===== config.mk =====
export PLATFORM = sky130hd
export DESIGN_NAME = uart_rx_fsm
export DESIGN_NICKNAME = d
export VERILOG_FILES = /design/src/rtl/uart_rx_pkg.sv /design/src/rtl/uart_rx_edge_bit_counter.sv /design/src/rtl/uart_rx_fsm.sv
export SDC_FILE = /design/constraint.sdc
export NUM_CORES = 1
export LEC_CHECK = 0
export CAP_MARGIN = 20
export CELL_PAD_IN_SITES_DETAIL_PLACEMENT = 1
export CELL_PAD_IN_SITES_GLOBAL_PLACEMENT = 2
export CORE_AREA = 2 2 70 72
export CTS_BUF_LIST = sky130_fd_sc_hd__clkbuf_4 sky130_fd_sc_hd__clkbuf_8
export DETAILED_ROUTE_END_ITERATION = 12
export DIE_AREA = 0 0 72 74
export PLACE_DENSITY = 0.87
export SYNTH_ARGS = -nofsm -noshare
export SYNTH_HDL_FRONTEND = slang
export SYNTH_HIERARCHICAL = 1
export SYNTH_SLANG_ARGS = --single-unit

===== constraint.sdc =====
create_clock -name CLK -period 4.8 [get_ports CLK]
set_input_delay 1.2 -clock CLK [delete_from_list [all_inputs] [get_ports CLK]]
set_output_delay 1.2 -clock CLK [all_outputs]
set_load 0.01 [all_outputs]

===== src/rtl/uart_rx_pkg.sv =====
// Shared definitions for the UART receive path: FSM state encoding,
// legal oversampling ratios and the bit-sampling offsets around mid-bit.
package uart_rx_pkg;

    typedef enum logic [2:0] {
        ST_IDLE   = 3'd0,
        ST_START  = 3'd1,
        ST_DATA   = 3'd2,
        ST_PARITY = 3'd3,
        ST_STOP   = 3'd4
    } uart_rx_state_t;

    localparam int unsigned PRESC_X8      = 8;
    localparam int unsigned PRESC_X16     = 16;
    localparam int unsigned PRESC_X32     = 32;
    localparam int unsigned PRESC_DEFAULT = PRESC_X16;

    // Votes are taken at mid-1, mid and mid+1; the result is consumed at mid+2.
    localparam int unsigned SAMPLE_BEFORE_MID = 1;
    localparam int unsigned SAMPLE_AFTER_MID  = 1;
    localparam int unsigned STROBE_AFTER_MID  = 2;

    function automatic logic presc_is_legal(input int unsigned p);
        return (p == PRESC_X8) || (p == PRESC_X16) || (p == PRESC_X32);
    endfunction

endpackage


===== src/rtl/uart_rx_edge_bit_counter.sv =====
// Oversampling edge counter (0..period-1) and data-bit counter for the
// UART receive FSM. Clear/enable controls come from the FSM.
module uart_rx_edge_bit_counter
    import uart_rx_pkg::*;
#(
    parameter int PRESC_W = 6,
    parameter int BIT_W   = 3
) (
    input  logic               CLK,
    input  logic               RST,
    input  logic [PRESC_W-1:0] period,
    input  logic               edge_clr,
    input  logic               edge_en,
    input  logic               bit_clr,
    input  logic               bit_en,
    output logic [PRESC_W-1:0] edge_cnt,
    output logic [BIT_W-1:0]   bit_cnt,
    output logic               edge_last
);

    assign edge_last = (edge_cnt == period - PRESC_W'(1));

    // Edge counter wraps at the end of every bit period.
    always_ff @(posedge CLK) begin
        if (RST || edge_clr) begin
            edge_cnt <= '0;
        end else if (edge_en) begin
            edge_cnt <= edge_last ? '0 : edge_cnt + PRESC_W'(1);
        end
    end

    // Bit counter advances once per completed bit period.
    always_ff @(posedge CLK) begin
        if (RST || bit_clr) begin
            bit_cnt <= '0;
        end else if (bit_en && edge_last) begin
            bit_cnt <= bit_cnt + BIT_W'(1);
        end
    end

endmodule


===== src/rtl/uart_rx_fsm.sv =====
// UART receive frame controller: majority-votes each oversampled bit and
// walks start/data/parity/stop, strobing the deserializer once per data bit.
// Parity support is built only when UART_RX_PARITY_EN is defined; otherwise
// PAR_EN/PAR_TYP are ignored and par_err stays 0.
//
// Handshake: deser_en, data_valid, par_err and stp_err are single-cycle
// strobes with no back-pressure; the consumer must take them when high.
module uart_rx_fsm
    import uart_rx_pkg::*;
#(
    parameter int DATA_WIDTH = 8,
    parameter int PRESC_W    = 6
) (
    input  logic               CLK,
    input  logic               RST,
    input  logic               RX_IN,
    input  logic [PRESC_W-1:0] prescale,
    input  logic               PAR_EN,
    input  logic               PAR_TYP,
    output logic               sampled_bit,
    output logic               deser_en,
    output logic               data_valid,
    output logic               par_err,
    output logic               stp_err,
    output logic               busy
);

    localparam int BIT_W = (DATA_WIDTH > 1) ? $clog2(DATA_WIDTH) : 1;

    uart_rx_state_t state, next_state;

    logic [PRESC_W-1:0] period_q;
    logic [PRESC_W-1:0] edge_cnt;
    logic [BIT_W-1:0]   bit_cnt;
    logic               edge_last;
    logic               edge_clr, edge_en, bit_clr, bit_en, start_frame;
    logic               samp_a, samp_b;
    logic [PRESC_W-1:0] half, samp_lo, samp_mid, samp_hi, strobe_pt;
    logic               at_strobe;

    assign half      = period_q >> 1;
    assign samp_lo   = half - PRESC_W'(SAMPLE_BEFORE_MID);
    assign samp_mid  = half;
    assign samp_hi   = half + PRESC_W'(SAMPLE_AFTER_MID);
    assign strobe_pt = half + PRESC_W'(STROBE_AFTER_MID);
    assign at_strobe = (edge_cnt == strobe_pt);

    uart_rx_edge_bit_counter #(
        .PRESC_W (PRESC_W),
        .BIT_W   (BIT_W)
    ) u_cnt (
        .CLK       (CLK),
        .RST       (RST),
        .period    (period_q),
        .edge_clr  (edge_clr),
        .edge_en   (edge_en),
        .bit_clr   (bit_clr),
        .bit_en    (bit_en),
        .edge_cnt  (edge_cnt),
        .bit_cnt   (bit_cnt),
        .edge_last (edge_last)
    );

    // State register.
    always_ff @(posedge CLK) begin
        if (RST) state <= ST_IDLE;
        else     state <= next_state;
    end

    // Registered busy flag tracks the state being entered.
    always_ff @(posedge CLK) begin
        if (RST) busy <= 1'b0;
        else     busy <= (next_state != ST_IDLE);
    end

    // Oversampling ratio is frozen for the whole frame; unsupported ratios fall back to 16.
    always_ff @(posedge CLK) begin
        if (RST) begin
            period_q <= PRESC_W'(PRESC_DEFAULT);
        end else if (start_frame) begin
            period_q <= presc_is_legal(32'(prescale)) ? prescale : PRESC_W'(PRESC_DEFAULT);
        end
    end

    // Three-sample capture around mid-bit and 2-of-3 majority vote.
    always_ff @(posedge CLK) begin
        if (RST) begin
            samp_a      <= 1'b0;
            samp_b      <= 1'b0;
            sampled_bit <= 1'b0;
        end else if (state != ST_IDLE) begin
            if (edge_cnt == samp_lo)  samp_a <= RX_IN;
            if (edge_cnt == samp_mid) samp_b <= RX_IN;
            if (edge_cnt == samp_hi) begin
                sampled_bit <= (samp_a & samp_b) | (samp_a & RX_IN) | (samp_b & RX_IN);
            end
        end
    end

`ifdef UART_RX_PARITY_EN
    logic par_en_q, par_typ_q, par_acc, par_mis;

    // Frame parity configuration, running XOR of data bits and held mismatch.
    always_ff @(posedge CLK) begin
        if (RST) begin
            par_en_q  <= 1'b0;
            par_typ_q <= 1'b0;
            par_acc   <= 1'b0;
            par_mis   <= 1'b0;
        end else begin
            if (start_frame) begin
                par_en_q  <= PAR_EN;
                par_typ_q <= PAR_TYP;
                par_acc   <= 1'b0;
                par_mis   <= 1'b0;
            end
            if (state == ST_DATA && at_strobe) par_acc <= par_acc ^ sampled_bit;
            if (state == ST_PARITY && at_strobe) par_mis <= sampled_bit ^ par_acc ^ par_typ_q;
        end
    end
`else
    logic unused_par_cfg;
    assign unused_par_cfg = PAR_EN ^ PAR_TYP;
`endif

    // Next-state, counter control and output strobes.
    always_comb begin
        next_state  = state;
        edge_clr    = 1'b0;
        edge_en     = 1'b0;
        bit_clr     = 1'b0;
        bit_en      = 1'b0;
        start_frame = 1'b0;
        deser_en    = 1'b0;
        data_valid  = 1'b0;
        par_err     = 1'b0;
        stp_err     = 1'b0;
        case (state)
            ST_IDLE: begin
                edge_clr = 1'b1;
                bit_clr  = 1'b1;
                if (!RX_IN) begin
                    start_frame = 1'b1;
                    next_state  = ST_START;
                end
            end
            ST_START: begin
                edge_en = 1'b1;
                if (edge_last) begin
                    if (sampled_bit) begin
                        next_state = ST_IDLE;
                    end else begin
                        next_state = ST_DATA;
                        bit_clr    = 1'b1;
                    end
                end
            end
            ST_DATA: begin
                edge_en  = 1'b1;
                bit_en   = 1'b1;
                deser_en = at_strobe;
                if (edge_last && bit_cnt == BIT_W'(DATA_WIDTH - 1)) begin
`ifdef UART_RX_PARITY_EN
                    next_state = par_en_q ? ST_PARITY : ST_STOP;
`else
                    next_state = ST_STOP;
`endif
                end
            end
            ST_PARITY: begin
                edge_en = 1'b1;
                if (edge_last) next_state = ST_STOP;
            end
            ST_STOP: begin
                edge_en = 1'b1;
                // Leave at mid stop bit so an immediately following start bit is caught.
                if (at_strobe) begin
                    stp_err = ~sampled_bit;
`ifdef UART_RX_PARITY_EN
                    par_err    = par_mis;
                    data_valid = sampled_bit & ~par_mis;
`else
                    data_valid = sampled_bit;
`endif
                    next_state = ST_IDLE;
                end
            end
            default: next_state = ST_IDLE;
        endcase
    end

endmodule

==> results by group <==
Floorplan
  • Initial Util: 36.3%
  • Die outline area: 5330 µm²
  • Cell row count: 25
  • Die Span Y: 74 µm
  • Width of the die: 72 µm
  • I/O pin cnt: 17
  • Area inside the core boundary: 4600 µm²

Yosys
  • Number of synthesized register bits: 22
  • Number of synthesized flops with an enable pin: 0
  • Fraction of the yosys area taken by sequential cells: 26.4%
  • Commonest cells post-synth: sky130_fd_sc_hd__dfxtp_1, sky130_fd_sc_hd__nand2_1, sky130_fd_sc_hd__o21ai_0
  • Synthesized area per cell: 7.99 µm²
  • XOR/XNOR Fraction of Synth Area: 10.5%
  • Synthesized-area fraction occupied by ao, oa, aoi and oai cells: 19.3%
  • Top_reg_cell synth: sky130_fd_sc_hd__dfxtp_1
  • Number of different library cells in the post-synthesis netlist: 52
  • Post-synthesis net count: 228
  • Cells taking the most area after synthesis: sky130_fd_sc_hd__dfxtp_1, sky130_fd_sc_hd__xor2_1, sky130_fd_sc_hd__ha_1
  • Multiplexer share of the synthesized area: 1.27%
  • Cell taking the most area after synthesis: sky130_fd_sc_hd__dfxtp_1
  • Share of the synthesized area in the top cell type: 26.4%
  • Yosys warnings: 6
  • Proportion of synthesized flip-flops having asynchronous set or reset: 0%
  • Fraction of the mapped netlist area in simple logic gates: 30.3%
  • Cell area after synthesis: 1670 µm²
  • Dominant combinational cell family by area after synthesis: simple AND/OR/NAND/NOR gates
  • Area share of fa/ha/maj cells after synthesis: 5.99%
  • Count of mapped cells out of synthesis: 209
  • Most common cell in the synthesized netlist: sky130_fd_sc_hd__dfxtp_1

CTS
  • Post-CTS Hold Buffers: 0
  • Maximum buffer depth of the clock tree: 2
  • CTS buffer count: 3
  • TritonCTS clock tree: built
  • Clock latency at the later pin of the worst-skew pair: 0.26 ns
  • Number of setup buffers added after CTS: 0
  • Number of H-tree branching levels: 1
  • Resize count post-CTS: 0
  • Number of clock sinks: 22
  • Root cell of the clock tree: sky130_fd_sc_hd__clkbuf_8
  • Clock-pin slew on the worst setup and hold paths: 0.09 ns

Critical path
  • Critical-path cell with the highest stage delay: sky130_fd_sc_hd__dfxtp_1
  • Arrival time at the worst endpoint: 2.94 ns
  • Delay-heaviest family, CP: simple AND/OR/NAND/NOR gates
  • Buffers and inverters on the worst path: 2
  • Crit end category: output pin
  • Critical R2R Capture: u_cnt/bit_cnt[1]
  • Startpoint of the worst-slack reg-to-reg timing path: period_q[1]
  • Largest stage delay on the critical path: 0.68 ns
  • Number of cells traversed by the worst register-to-register path: 11
  • Category of the most critical setup path: register to output pin
  • Critical path launch point type: register
  • Cell Chain, Critical Path: inv_1 > ha_1 > xor2_1 > or4_4 > nor4_1 > clkdlybuf4s50_1
  • Critical-path maximum fanout: 15
  • Required time at the endpoint of the critical path: 3.60 ns
  • Register-to-register setup slack: 1.86 ns

STA
  • Worst rel slew slack: 30.7%
  • Fin Clk Skew: 0.00394 ns
  • Final worst-path cycle share: 86.2%
  • Crit path setup slack, layout: 0.663 ns
  • Maximum clock frequency: 242 MHz
  • Final setup violation count: 0
  • Final slew viol count: 0
  • Actual slew at the worst max-slew pin: 1.03 ns
  • Final Hold Fails: 0
  • TNS Setup: 0 ns
  • Minimum clock period after layout: 4.14 ns
  • Unrepaired setup endpoints after global routing: false
  • Worst slack on hold paths: 0.499 ns

Layout
  • Area growth, synth to finish: 12.7%
  • Multi-input gate area in the final layout: 1130 µm²
  • Number of nets at the end of the flow: 239
  • Combined flip-flop and latch cell area: 440 µm²
  • Finished Cell Area: 1880 µm²
  • ANT cells: 0
  • Util after Layout: 40.9%
  • Proportion of layout cells with a drive suffix above 1: 5.48%
  • Filler Cell Count: 579

Routing
  • Drt first-iter violations: 54
  • Final antenna-violating net count: 0
  • Number of search-and-repair iterations in the first detailed-routing pass: 4
  • Count of vias placed by the detailed router: 1,560
  • Total Routed Length: 4270 µm
  • Vias per cell: 5.71
  • DRC violation count after routing: 0
  • Post-DR wirelength/cell: 15.6 µm

Placed design
  • DP HPWL: 3120 µm
  • Worst setup slack after placement: 1.00 ns
  • Weighted congestion reported at the end of routability-driven placement: 0.735
  • Number of port buffers: 13
  • Post-placement cell area: 1830 µm²

Pwr
  • Power density over the cells: 189 nW/µm²
  • Worst voltage drop across the vdd grid: 0.120 mV
  • Leakage dissipation: 0.696 nW

Global route
  • Wire length of the first global-routing pass: 7200 µm
  • Total global-route track usage: 17.2%
  • Antenna violations before repair: 0
  • Congestion Overflow GR: 0
  • Largest net degree at the start of global routing: 17
  • Number of global-route vias before repair: 1,462

Worst hold path
  • Hold Path Class: register to register
  • Worst hold start: u_cnt/bit_cnt[2]
  • Number of cells on the worst hold path: 2
  • Hold Path Sink: u_cnt/bit_cnt[2]

Outcome
  • Result of the run: complete, no violations

Run
  • Max-Cap Viols: 0
metrics by stage:
step | cells | total power, mW
floorplan | 209 | 0.209
global placement | 269 | 0.223
CTS | 273 | 0.362
finish | 273 | 0.356
global route | 273 | 0.374
detailed placement | 269 | 0.224
cell usage in the layout (no fill, tap or decap), types with 2 or more instances in the layout:
cell type,synthesis,layout
sky130_fd_sc_hd__a31oi_1,5,5
sky130_fd_sc_hd__o31ai_1,2,2
sky130_fd_sc_hd__dfxtp_1,22,22
sky130_fd_sc_hd__a21oi_1,11,11
sky130_fd_sc_hd__clkbuf_8,1,4
sky130_fd_sc_hd__clkdlybuf4s50_1,0,13
sky130_fd_sc_hd__a21boi_1,2,2
sky130_fd_sc_hd__o41ai_1,2,2
sky130_fd_sc_hd__nor4_1,5,5
sky130_fd_sc_hd__nand4_1,5,5
sky130_fd_sc_hd__o311ai_0,3,3
sky130_fd_sc_hd__nand3b_1,3,3
sky130_fd_sc_hd__ha_1,8,8
sky130_fd_sc_hd__nor2b_1,7,7
sky130_fd_sc_hd__or3_1,2,2
sky130_fd_sc_hd__xnor2_1,8,8
sky130_fd_sc_hd__nor3b_1,5,5
sky130_fd_sc_hd__nor2_1,13,13
sky130_fd_sc_hd__nand4b_1,3,3
sky130_fd_sc_hd__nand2_1,14,14
sky130_fd_sc_hd__or4_1,2,2
sky130_fd_sc_hd__nand2b_1,2,2
sky130_fd_sc_hd__a211oi_1,2,2
sky130_fd_sc_hd__and2_1,3,3
sky130_fd_sc_hd__nand3_1,7,7
sky130_fd_sc_hd__buf_4,1,2
sky130_fd_sc_hd__o21ai_0,14,14
sky130_fd_sc_hd__xor2_1,12,12
sky130_fd_sc_hd__nor3_1,5,5
sky130_fd_sc_hd__inv_1,12,12
sky130_fd_sc_hd__a211o_1,2,2
power breakdown:
group / internal [mW] / switching, mW
Sequential: 0.184 / 0.00287
Clock: 0.0732 / 0.0637
Combinational: 0.0142 / 0.0181
how the worst max path moves through the flow:
stage / start / to / slack [ns] / cells past startpoint
2_1_floorplan: period_q[2] / data_valid / 1.58 / 5
3_3_place_gp: period_q[3] / data_valid / 1.0 / 6
3_5_place_dp: period_q[3] / data_valid / 1.00 / 6
4_1_cts: period_q[3] / data_valid / 0.69 / 6
5_1_grt: period_q[3] / data_valid / 0.47 / 6
6_report: period_q[3] / data_valid / 0.66 / 6
per-layer routing:
layer | track usage (%) | wire length (µm) | up-vias
li1 | - | - | 781
met1 | 23.6 | 2230 | 765
met2 | 28.6 | 1940 | 12
met3 | 2.98 | 71 | 2
met4 | 3.56 | 22 | 0
met5 | 0 | 0 | -
layout make-up:
| cell class | instances | area share, % |
|---|---|---|
| multi-input cells | 166 | 60.0 |
| flip-flops and latches | 22 | 23.4 |
| repair buffers | 15 | 7.71 |
| well taps | 54 | 3.59 |
| clock buffers | 4 | 2.93 |
| inverters | 12 | 2.39 |
kinds of logic after synthesis:
group / after synthesis
compound gates: 50
xor+xnor: 20
fa+ha+maj: 8
buf+inv: 21
flops: 22
mux: 2
other cells: 1
simple gates: 85
worst reg2reg max path, cell delays in order, from the launching register on:
cell and delay [ns]:
sky130_fd_sc_hd__dfxtp_1 0.59, sky130_fd_sc_hd__inv_1 0.08, sky130_fd_sc_hd__ha_1 0.24, sky130_fd_sc_hd__nand2b_1 0.17
sky130_fd_sc_hd__o211a_1 0.15, sky130_fd_sc_hd__o31a_1 0.34, sky130_fd_sc_hd__nor3_2 0.54, sky130_fd_sc_hd__nand2_1 0.12
sky130_fd_sc_hd__a211oi_1 0.28, sky130_fd_sc_hd__nor2_1 0.13, sky130_fd_sc_hd__o311ai_0 0.12, sky130_fd_sc_hd__nand2_1 0.08
registers in the layout, indices dropped and copies added (netlist names):
name and count:
busy 1, period_q 6, samp_a 1, samp_b 1, sampled_bit 1, state 3, u_cnt/bit_cnt 3, u_cnt/edge_cnt 6
(Power assumes the default switching activity.)
